### src/rtl/reduce_tree_pipe_pkg.sv
// Shared op codes and helpers for the pipelined bit-reduction tree.
package reduce_pkg;

  typedef enum logic [1:0] {
    OP_OR  = 2'b00,
    OP_AND = 2'b01,
    OP_XOR = 2'b10,
    OP_NOR = 2'b11
  } op_e;

  function automatic int clog2(input int v);
    int r;
    r = 0;
    for (int i = 0; i < 31; i++) begin
      if ((1 << i) < v) r = i + 1;
    end
    return r;
  endfunction

  // NOR is reduced as OR inside the tree; inversion happens once at the output.
  function automatic logic op2(input logic [1:0] op, input logic a, input logic b);
    case (op_e'(op))
      OP_AND:  return a & b;
      OP_XOR:  return a ^ b;
      default: return a | b;
    endcase
  endfunction

endpackage

### src/rtl/reduce_tree_pipe_if.sv
// Sample/result bus of the reduction tree.
// valid/ready: a beat moves on a rising edge where valid & ready are both high; the sender holds
// its payload stable while valid is high and ready is low; ready may depend combinationally on
// the far side's ready but valid never depends on ready.
interface reduce_tree_pipe_if #(
  parameter int N_IN = 4
);
  logic              in_valid;
  logic              in_ready;
  logic [N_IN-1:0]   din;
  logic [1:0]        op;
  logic              out_valid;
  logic              out_ready;
  logic              y;
  logic [N_IN/2-1:0] part;
  logic [1:0]        op_out;

  modport master (
    output in_valid, din, op, out_ready,
    input  in_ready, out_valid, y, part, op_out
  );

  modport slave (
    input  in_valid, din, op, out_ready,
    output in_ready, out_valid, y, part, op_out
  );
endinterface

### src/rtl/reduce_tree_pipe_stage.sv
// One tree level: W bits reduced pairwise to W/2, optionally registered together with valid/op.
module reduce_stage
  import reduce_pkg::*;
#(
  parameter int W   = 4,
  parameter int REG = 1
) (
  input  logic           clk,
  input  logic           rst_n,
  input  logic           adv,
  input  logic           v_in,
  input  logic [1:0]     op_in,
  input  logic [W-1:0]   d_in,
  output logic           v_out,
  output logic [1:0]     op_out,
  output logic [W/2-1:0] d_out
);

  logic [W/2-1:0] pair;

  always_comb begin
    pair = '0;
    for (int i = 0; i < W/2; i++) begin
      pair[i] = op2(op_in, d_in[2*i], d_in[2*i+1]);
    end
  end

  if (REG != 0) begin : g_reg
    // Payload only loads with a valid sample, so bubbles never pull X into the tree.
    always_ff @(posedge clk or negedge rst_n) begin
      if (!rst_n) begin
        v_out  <= 1'b0;
        op_out <= '0;
        d_out  <= '0;
      end else if (adv) begin
        v_out <= v_in;
        if (v_in) begin
          op_out <= op_in;
          d_out  <= pair;
        end
      end
    end
  end else begin : g_comb
    assign v_out  = v_in;
    assign op_out = op_in;
    assign d_out  = pair;

    logic unused_ok;
    assign unused_ok = &{1'b0, clk, rst_n, adv};
  end

endmodule

### src/rtl/reduce_tree_pipe.sv
// N-input OR/AND/XOR/NOR reduction tree with global-stall flow control and a saturating
// count of delivered true results.
module reduce_tree_pipe
  import reduce_pkg::*;
#(
  parameter int N_IN = 4,
  parameter int PIPE = 1,
  parameter int CW   = 8
) (
  input  logic                clk,
  input  logic                rst_n,
  reduce_tree_pipe_if.slave   bus,
  input  logic                cnt_clr,
  output logic [CW-1:0]       cnt_true
);

  localparam int LEVELS = clog2(N_IN);
  localparam int HALF   = N_IN / 2;
  localparam int NODES  = 2 * N_IN - 1;
  localparam logic [CW-1:0] CNT_MAX = '1;

  logic             adv;
  logic [NODES-1:0] node;   // level k occupies bits starting at 2*N_IN - 2*(N_IN>>k)
  logic [LEVELS:0]  lvl_v;
  logic [1:0]       lvl_op [LEVELS+1];
  logic             out_v;
  logic             y_raw;
  logic [1:0]       op_r;
  logic [HALF-1:0]  part_raw;
  logic             is_nor;

  assign adv          = ~bus.out_valid | bus.out_ready;
  assign bus.in_ready = adv;

  assign node[N_IN-1:0] = bus.din;
  assign lvl_v[0]       = bus.in_valid;
  assign lvl_op[0]      = bus.op;

  for (genvar k = 0; k < LEVELS; k++) begin : g_lvl
    localparam int W  = N_IN >> k;
    localparam int OI = 2 * N_IN - 2 * W;
    localparam int OO = 2 * N_IN - W;
    reduce_stage #(.W(W), .REG(PIPE)) u_stage (
      .clk    (clk),
      .rst_n  (rst_n),
      .adv    (adv),
      .v_in   (lvl_v[k]),
      .op_in  (lvl_op[k]),
      .d_in   (node[OI+W-1:OI]),
      .v_out  (lvl_v[k+1]),
      .op_out (lvl_op[k+1]),
      .d_out  (node[OO+W/2-1:OO])
    );
  end

  if (PIPE != 0) begin : g_pipe
    assign out_v = lvl_v[LEVELS];
    assign y_raw = node[NODES-1];
    assign op_r  = lvl_op[LEVELS];

    if (LEVELS == 1) begin : g_one
      assign part_raw = node[N_IN +: HALF];
    end else begin : g_align
      // Pair results ride a shift line so they leave together with their own y.
      logic [HALF-1:0] part_d [LEVELS-1];
      always_ff @(posedge clk or negedge rst_n) begin
        if (!rst_n) begin
          for (int i = 0; i < LEVELS-1; i++) part_d[i] <= '0;
        end else if (adv) begin
          if (lvl_v[1]) part_d[0] <= node[N_IN +: HALF];
          for (int i = 1; i < LEVELS-1; i++) begin
            if (lvl_v[i+1]) part_d[i] <= part_d[i-1];
          end
        end
      end
      assign part_raw = part_d[LEVELS-2];
    end
  end else begin : g_flat
    always_ff @(posedge clk or negedge rst_n) begin
      if (!rst_n) begin
        out_v    <= 1'b0;
        y_raw    <= 1'b0;
        op_r     <= '0;
        part_raw <= '0;
      end else if (adv) begin
        out_v <= lvl_v[LEVELS];
        if (lvl_v[LEVELS]) begin
          y_raw    <= node[NODES-1];
          op_r     <= lvl_op[LEVELS];
          part_raw <= node[N_IN +: HALF];
        end
      end
    end
  end

  assign is_nor        = (op_r == OP_NOR);
  assign bus.out_valid = out_v;
  assign bus.y         = y_raw ^ is_nor;
  assign bus.part      = part_raw ^ {HALF{is_nor}};
  assign bus.op_out    = op_r;

  always_ff @(posedge clk or negedge rst_n) begin
    if (!rst_n) begin
      cnt_true <= '0;
    end else if (cnt_clr) begin
      cnt_true <= '0;
    end else if (bus.out_valid && bus.out_ready && bus.y && cnt_true != CNT_MAX) begin
      cnt_true <= cnt_true + 1'b1;
    end
  end

endmodule
### src/flat_wrapper.sv
// flat-port wrapper written by rule: the top's interface ports become plain ports
module reduce_tree_pipe_flat import reduce_pkg::*;
#(
  parameter int N_IN = 4,
  parameter int PIPE = 1,
  parameter int CW   = 8
)
  (clk, rst_n, cnt_clr, cnt_true, bus_in_valid, bus_din, bus_op, bus_out_ready, bus_in_ready, bus_out_valid, bus_y, bus_part, bus_op_out);
  reduce_tree_pipe_if #(.N_IN(N_IN)) bus_i ();
  input  logic clk;
  input  logic rst_n;
  input  logic cnt_clr;
  output logic [CW-1:0] cnt_true;
  input wire logic [$bits(bus_i.in_valid)-1:0] bus_in_valid;
  input wire logic [$bits(bus_i.din)-1:0] bus_din;
  input wire logic [$bits(bus_i.op)-1:0] bus_op;
  input wire logic [$bits(bus_i.out_ready)-1:0] bus_out_ready;
  output wire logic [$bits(bus_i.in_ready)-1:0] bus_in_ready;
  output wire logic [$bits(bus_i.out_valid)-1:0] bus_out_valid;
  output wire logic [$bits(bus_i.y)-1:0] bus_y;
  output wire logic [$bits(bus_i.part)-1:0] bus_part;
  output wire logic [$bits(bus_i.op_out)-1:0] bus_op_out;
  assign bus_i.in_valid = bus_in_valid;
  assign bus_i.din = bus_din;
  assign bus_i.op = bus_op;
  assign bus_i.out_ready = bus_out_ready;
  assign bus_in_ready = bus_i.in_ready;
  assign bus_out_valid = bus_i.out_valid;
  assign bus_y = bus_i.y;
  assign bus_part = bus_i.part;
  assign bus_op_out = bus_i.op_out;
  reduce_tree_pipe #(.N_IN(N_IN), .PIPE(PIPE), .CW(CW)) u_core (.clk(clk), .rst_n(rst_n), .bus(bus_i), .cnt_clr(cnt_clr), .cnt_true(cnt_true));
endmodule
### config.mk
export PLATFORM = sky130hd
export DESIGN_NAME = reduce_tree_pipe_flat
export DESIGN_NICKNAME = d
export VERILOG_FILES = /design/src/rtl/reduce_tree_pipe_pkg.sv /design/src/rtl/reduce_tree_pipe_if.sv /design/src/rtl/reduce_tree_pipe_stage.sv /design/src/rtl/reduce_tree_pipe.sv /design/src/flat_wrapper.sv
export SDC_FILE = /design/constraint.sdc
export NUM_CORES = 1
export LEC_CHECK = 0
export ABC_AREA = 1
export CAP_MARGIN = 20
export CORE_MARGIN = 4
export CORE_UTILIZATION = 45
export CTS_CLUSTER_DIAMETER = 60
export DETAILED_ROUTE_END_ITERATION = 16
export PLACE_DENSITY = 0.75
export SETUP_SLACK_MARGIN = 0.15
export SYNTH_ARGS = -nofsm -noshare
export SYNTH_HDL_FRONTEND = slang
export SYNTH_SLANG_ARGS = --single-unit
### constraint.sdc
create_clock -name clk -period 1.1 [get_ports clk]
set_input_delay 0.165 -clock clk [delete_from_list [all_inputs] [get_ports clk]]
set_output_delay 0.165 -clock clk [all_outputs]
set_load 0.005 [all_outputs]
==> qor.txt <==
Status: finished with violations
Failing checks: setup timing
Area used by multi-input combinational logic: 880 um2
Max transition margin: 0.723
Die ar.: 0.00356 mm2
Layout cells sized above 1: 0.535
Core Area: 0.00250 mm2
H-tree depth: 1
RSZ-0062 raised after global routing: true
Clock Latency Late Sink: 0.32 ns
Post-route insts no fill: 258
R2r setup slk: -0.47 ns
Initial antenna violation count: 0
Hold crit path type: in2async
CP Class: reg2reg
Area grow syn2layout: 80.6%
Final hold vios: 0
First-pass GRT wire length: 5820 um
GRT Resource Usage Total: 0.222
I/O Pins: 26
Met2 routed WL: 2340 um
CP max FO: 3
Distinct cell type count after synthesis: 18
Internal Power: 1.85 mW
Wirelength, routed: 4580 um
R2R Path End: u_core.cnt_true[7]
Max Freq: 637 MHz
Mean Syn Cell Area: 7.95 um2
Total of max-cap violations: 0
Tmin final: 1.57 ns
Most common cell after layout, fill and taps aside: buf_4
Via count: 1405
TritonCTS Buffers: 3
Tot Pwr: 3.00 mW
Crit share post-route: 1.43
Mapped Area: 0.00120 mm2
Worst ir drop on vdd: 1300 uV
Setup slack after placement: -0.356 ns
Antenna diode count: 0
Crit path largest cell delay: 0.46 ns
Sequential fraction of design power: 0.319
Reg2Reg Launch Point: u_core.g_lvl[1].u_stage.op_out[1]
Pleak: 1.08 nW
TritonCTS clock tree: yes
Final Wtd Congestion: 0.760
Row cnt: 18
GRT overflow: 0
Synth warn: 0
Layout fillers: 124
Initial Util: 0.480
Post-Place Cell Area: 0.00171 mm2
Logic pwr share: 0.547
Die H: 59.6 um
Psw: 1.15 mW
Clock-pin slew on the worst setup and hold paths: 0.12 ns
Worst Setup Start Kind: flip-flop
Reg2reg path depth: 9
Slowest stage cell on the critical path: dfrtp_1
Switch share: 0.383
Final Skew: 0.00223 ns
Number of global-route vias before repair: 1308
DR WL/cell: 17.8 um
Die Width: 59.6 um
Root Buffer: clkbuf_4
Routed wl met3: 282 um
Design Area, Final: 0.00217 mm2
Most frequent cells in the layout: buf_4, nand2_1, buf_6, inv_1, dfrtp_1
Post-route ant nets: 0
Buffers added on ports: 25
Clock network power share: 0.134
Avg Vias per Cell: 5.45
DP Cell Count: 233
Crit. End Element: flip-flop
Crit path cell chain: nand2_2 > nand2_2 > buf_6 > buf_6 > nand3_4 > buf_4 > a21oi_1 > nand2_1 > inv_1
Slew at the pin with the worst max-slew slack: 0.414 ns
Deepest clock path buffer count: 2
Mapped Cells: 151
Highest routed layer: met4
Fin nets: 251
Initial DRC Count: 75
Pin count of the biggest net entering global routing: 20
Register area share after synthesis: 0.396
Max-slew violation count: 0
Sink Count: 19
Syn Nets: 173
WP data arrival: 1.83 ns
Required @ worst endpoint: 1.37 ns
Pwr per Cell Area: 1380 mW/mm2
Met1 WL: 1700 um
HPWL Detailed: 2190 um
Setup violations, final: 20
Min setup slack post-route: -0.469 ns
Storage cell area: 479 um2
Post-synthesis register bit count: 19
Drt pass-1 iters: 4
DRC violations left: 0
[critical path: cells and delay by family, from the launching register on]
family / cells / cell delay [ns]
AOI/OAI and AO/OA: 1 / 0.23
buffers and inverters: 4 / 0.41
DFF: 1 / 0.46
and+or+nand+nor: 4 / 0.40
[area by class of cell]
| type | count | share of cell area |
|---|---|---|
| multi-input cells | 107 | 0.406 |
| repair buffers | 72 | 0.296 |
| flip-flops and latches | 19 | 0.221 |
| inverters | 26 | 0.0473 |
| well taps | 30 | 0.0173 |
| clock buffers | 4 | 0.0121 |
[worst max path at each step]
| stage | from | slack, ns | to | cells after the start |
|---|---|---|---|---|
| after floorplan | u_core.cnt_true[1] | -0.09 | u_core.cnt_true[3] | 7 |
| after global placement | bus_out_ready | -0.35 | bus_in_ready | 4 |
| after detailed placement | bus_out_ready | -0.36 | bus_in_ready | 4 |
| after CTS | u_core.g_lvl[1].u_stage.op_out[0] | -0.27 | bus_part[0] | 4 |
| after global routing | u_core.g_lvl[1].u_stage.op_out[1] | -0.52 | u_core.cnt_true[7] | 9 |
| final | u_core.g_lvl[1].u_stage.op_out[1] | -0.47 | u_core.cnt_true[7] | 9 |
[synthesized netlist by cell type]
library cell,number,share of area
nand2_1,35,0.11
inv_1,26,0.081
dfrtp_1,19,0.40
nand3_1,13,0.054
ha_1,11,0.11
nor2_1,10,0.031
o21ai_0,7,0.029
a21oi_1,5,0.021
nand2_2,4,0.021
o21ai_1,4,0.017
a22o_1,3,0.022
nor2_4,3,0.028
xor2_1,3,0.022
nand3_2,2,0.017
nor2_2,2,0.010
xnor2_1,2,0.015
nand4_1,1,0.0052
o21bai_1,1,0.0063
[per-layer routing]
| layer | up-vias | GRT usage |
|---|---|---|
| met1 | 675 | 0.247 |
| met3 | 29 | 0.0131 |
| met5 | - | 0 |
| li1 | 632 | - |
| met4 | 0 | 0.0949 |
| met2 | 69 | 0.429 |
[kinds of logic (layout without fill, tap and decap cells)]
| group | count (synthesis) | count (layout) | share of synthesized area |
|---|---|---|---|
| fa+ha+maj | 11 | 11 | 0.115 |
| flops | 19 | 19 | 0.396 |
| buf+inv | 26 | 102 | 0.0813 |
| compound gates | 20 | 20 | 0.0949 |
| simple gates | 70 | 71 | 0.276 |
| xor+xnor | 5 | 5 | 0.0365 |
[power by group through the flow]
stage,logic [mW],clock network [mW],registers (mW)
finish,1.64,0.402,0.955
detailed placement,1.00,0,0.925
floorplan,0.396,0,0.925
CTS,1.30,0.377,0.927
global placement,0.975,0,0.916
global route,1.74,0.408,0.962
[through the flow]
stage | util | TNS, ns | hold slack (ns)
after global placement | 0.683 | -5.00 | 0.499
after floorplan | - | -0.684 | -0.131
final | 0.867 | -4.43 | 0.164
after CTS | 0.801 | -2.64 | 0.184
after global routing | 0.867 | -5.02 | 0.194
after detailed placement | 0.683 | -5.72 | 0.518
[sequential cells by signal, indices dropped and copies added (netlist names)]
signal,cells
u_core.g_pipe.g_align.part_d,2
u_core.g_lvl.u_stage.v_out,2
u_core.g_lvl.u_stage.op_out,4
u_core.g_lvl.u_stage.d_out,3
u_core.cnt_true,8
[timing repair]
action | CTS | global route
setup endpoints to repair | 33 | 34
buffers inserted | 15 | 5
hold buffers | 0 | 0
gates cloned | 1 | 0
gates resized for setup | 119 | 36
pin swaps | 16 | 10
Power figures use the tool's default switching activity.
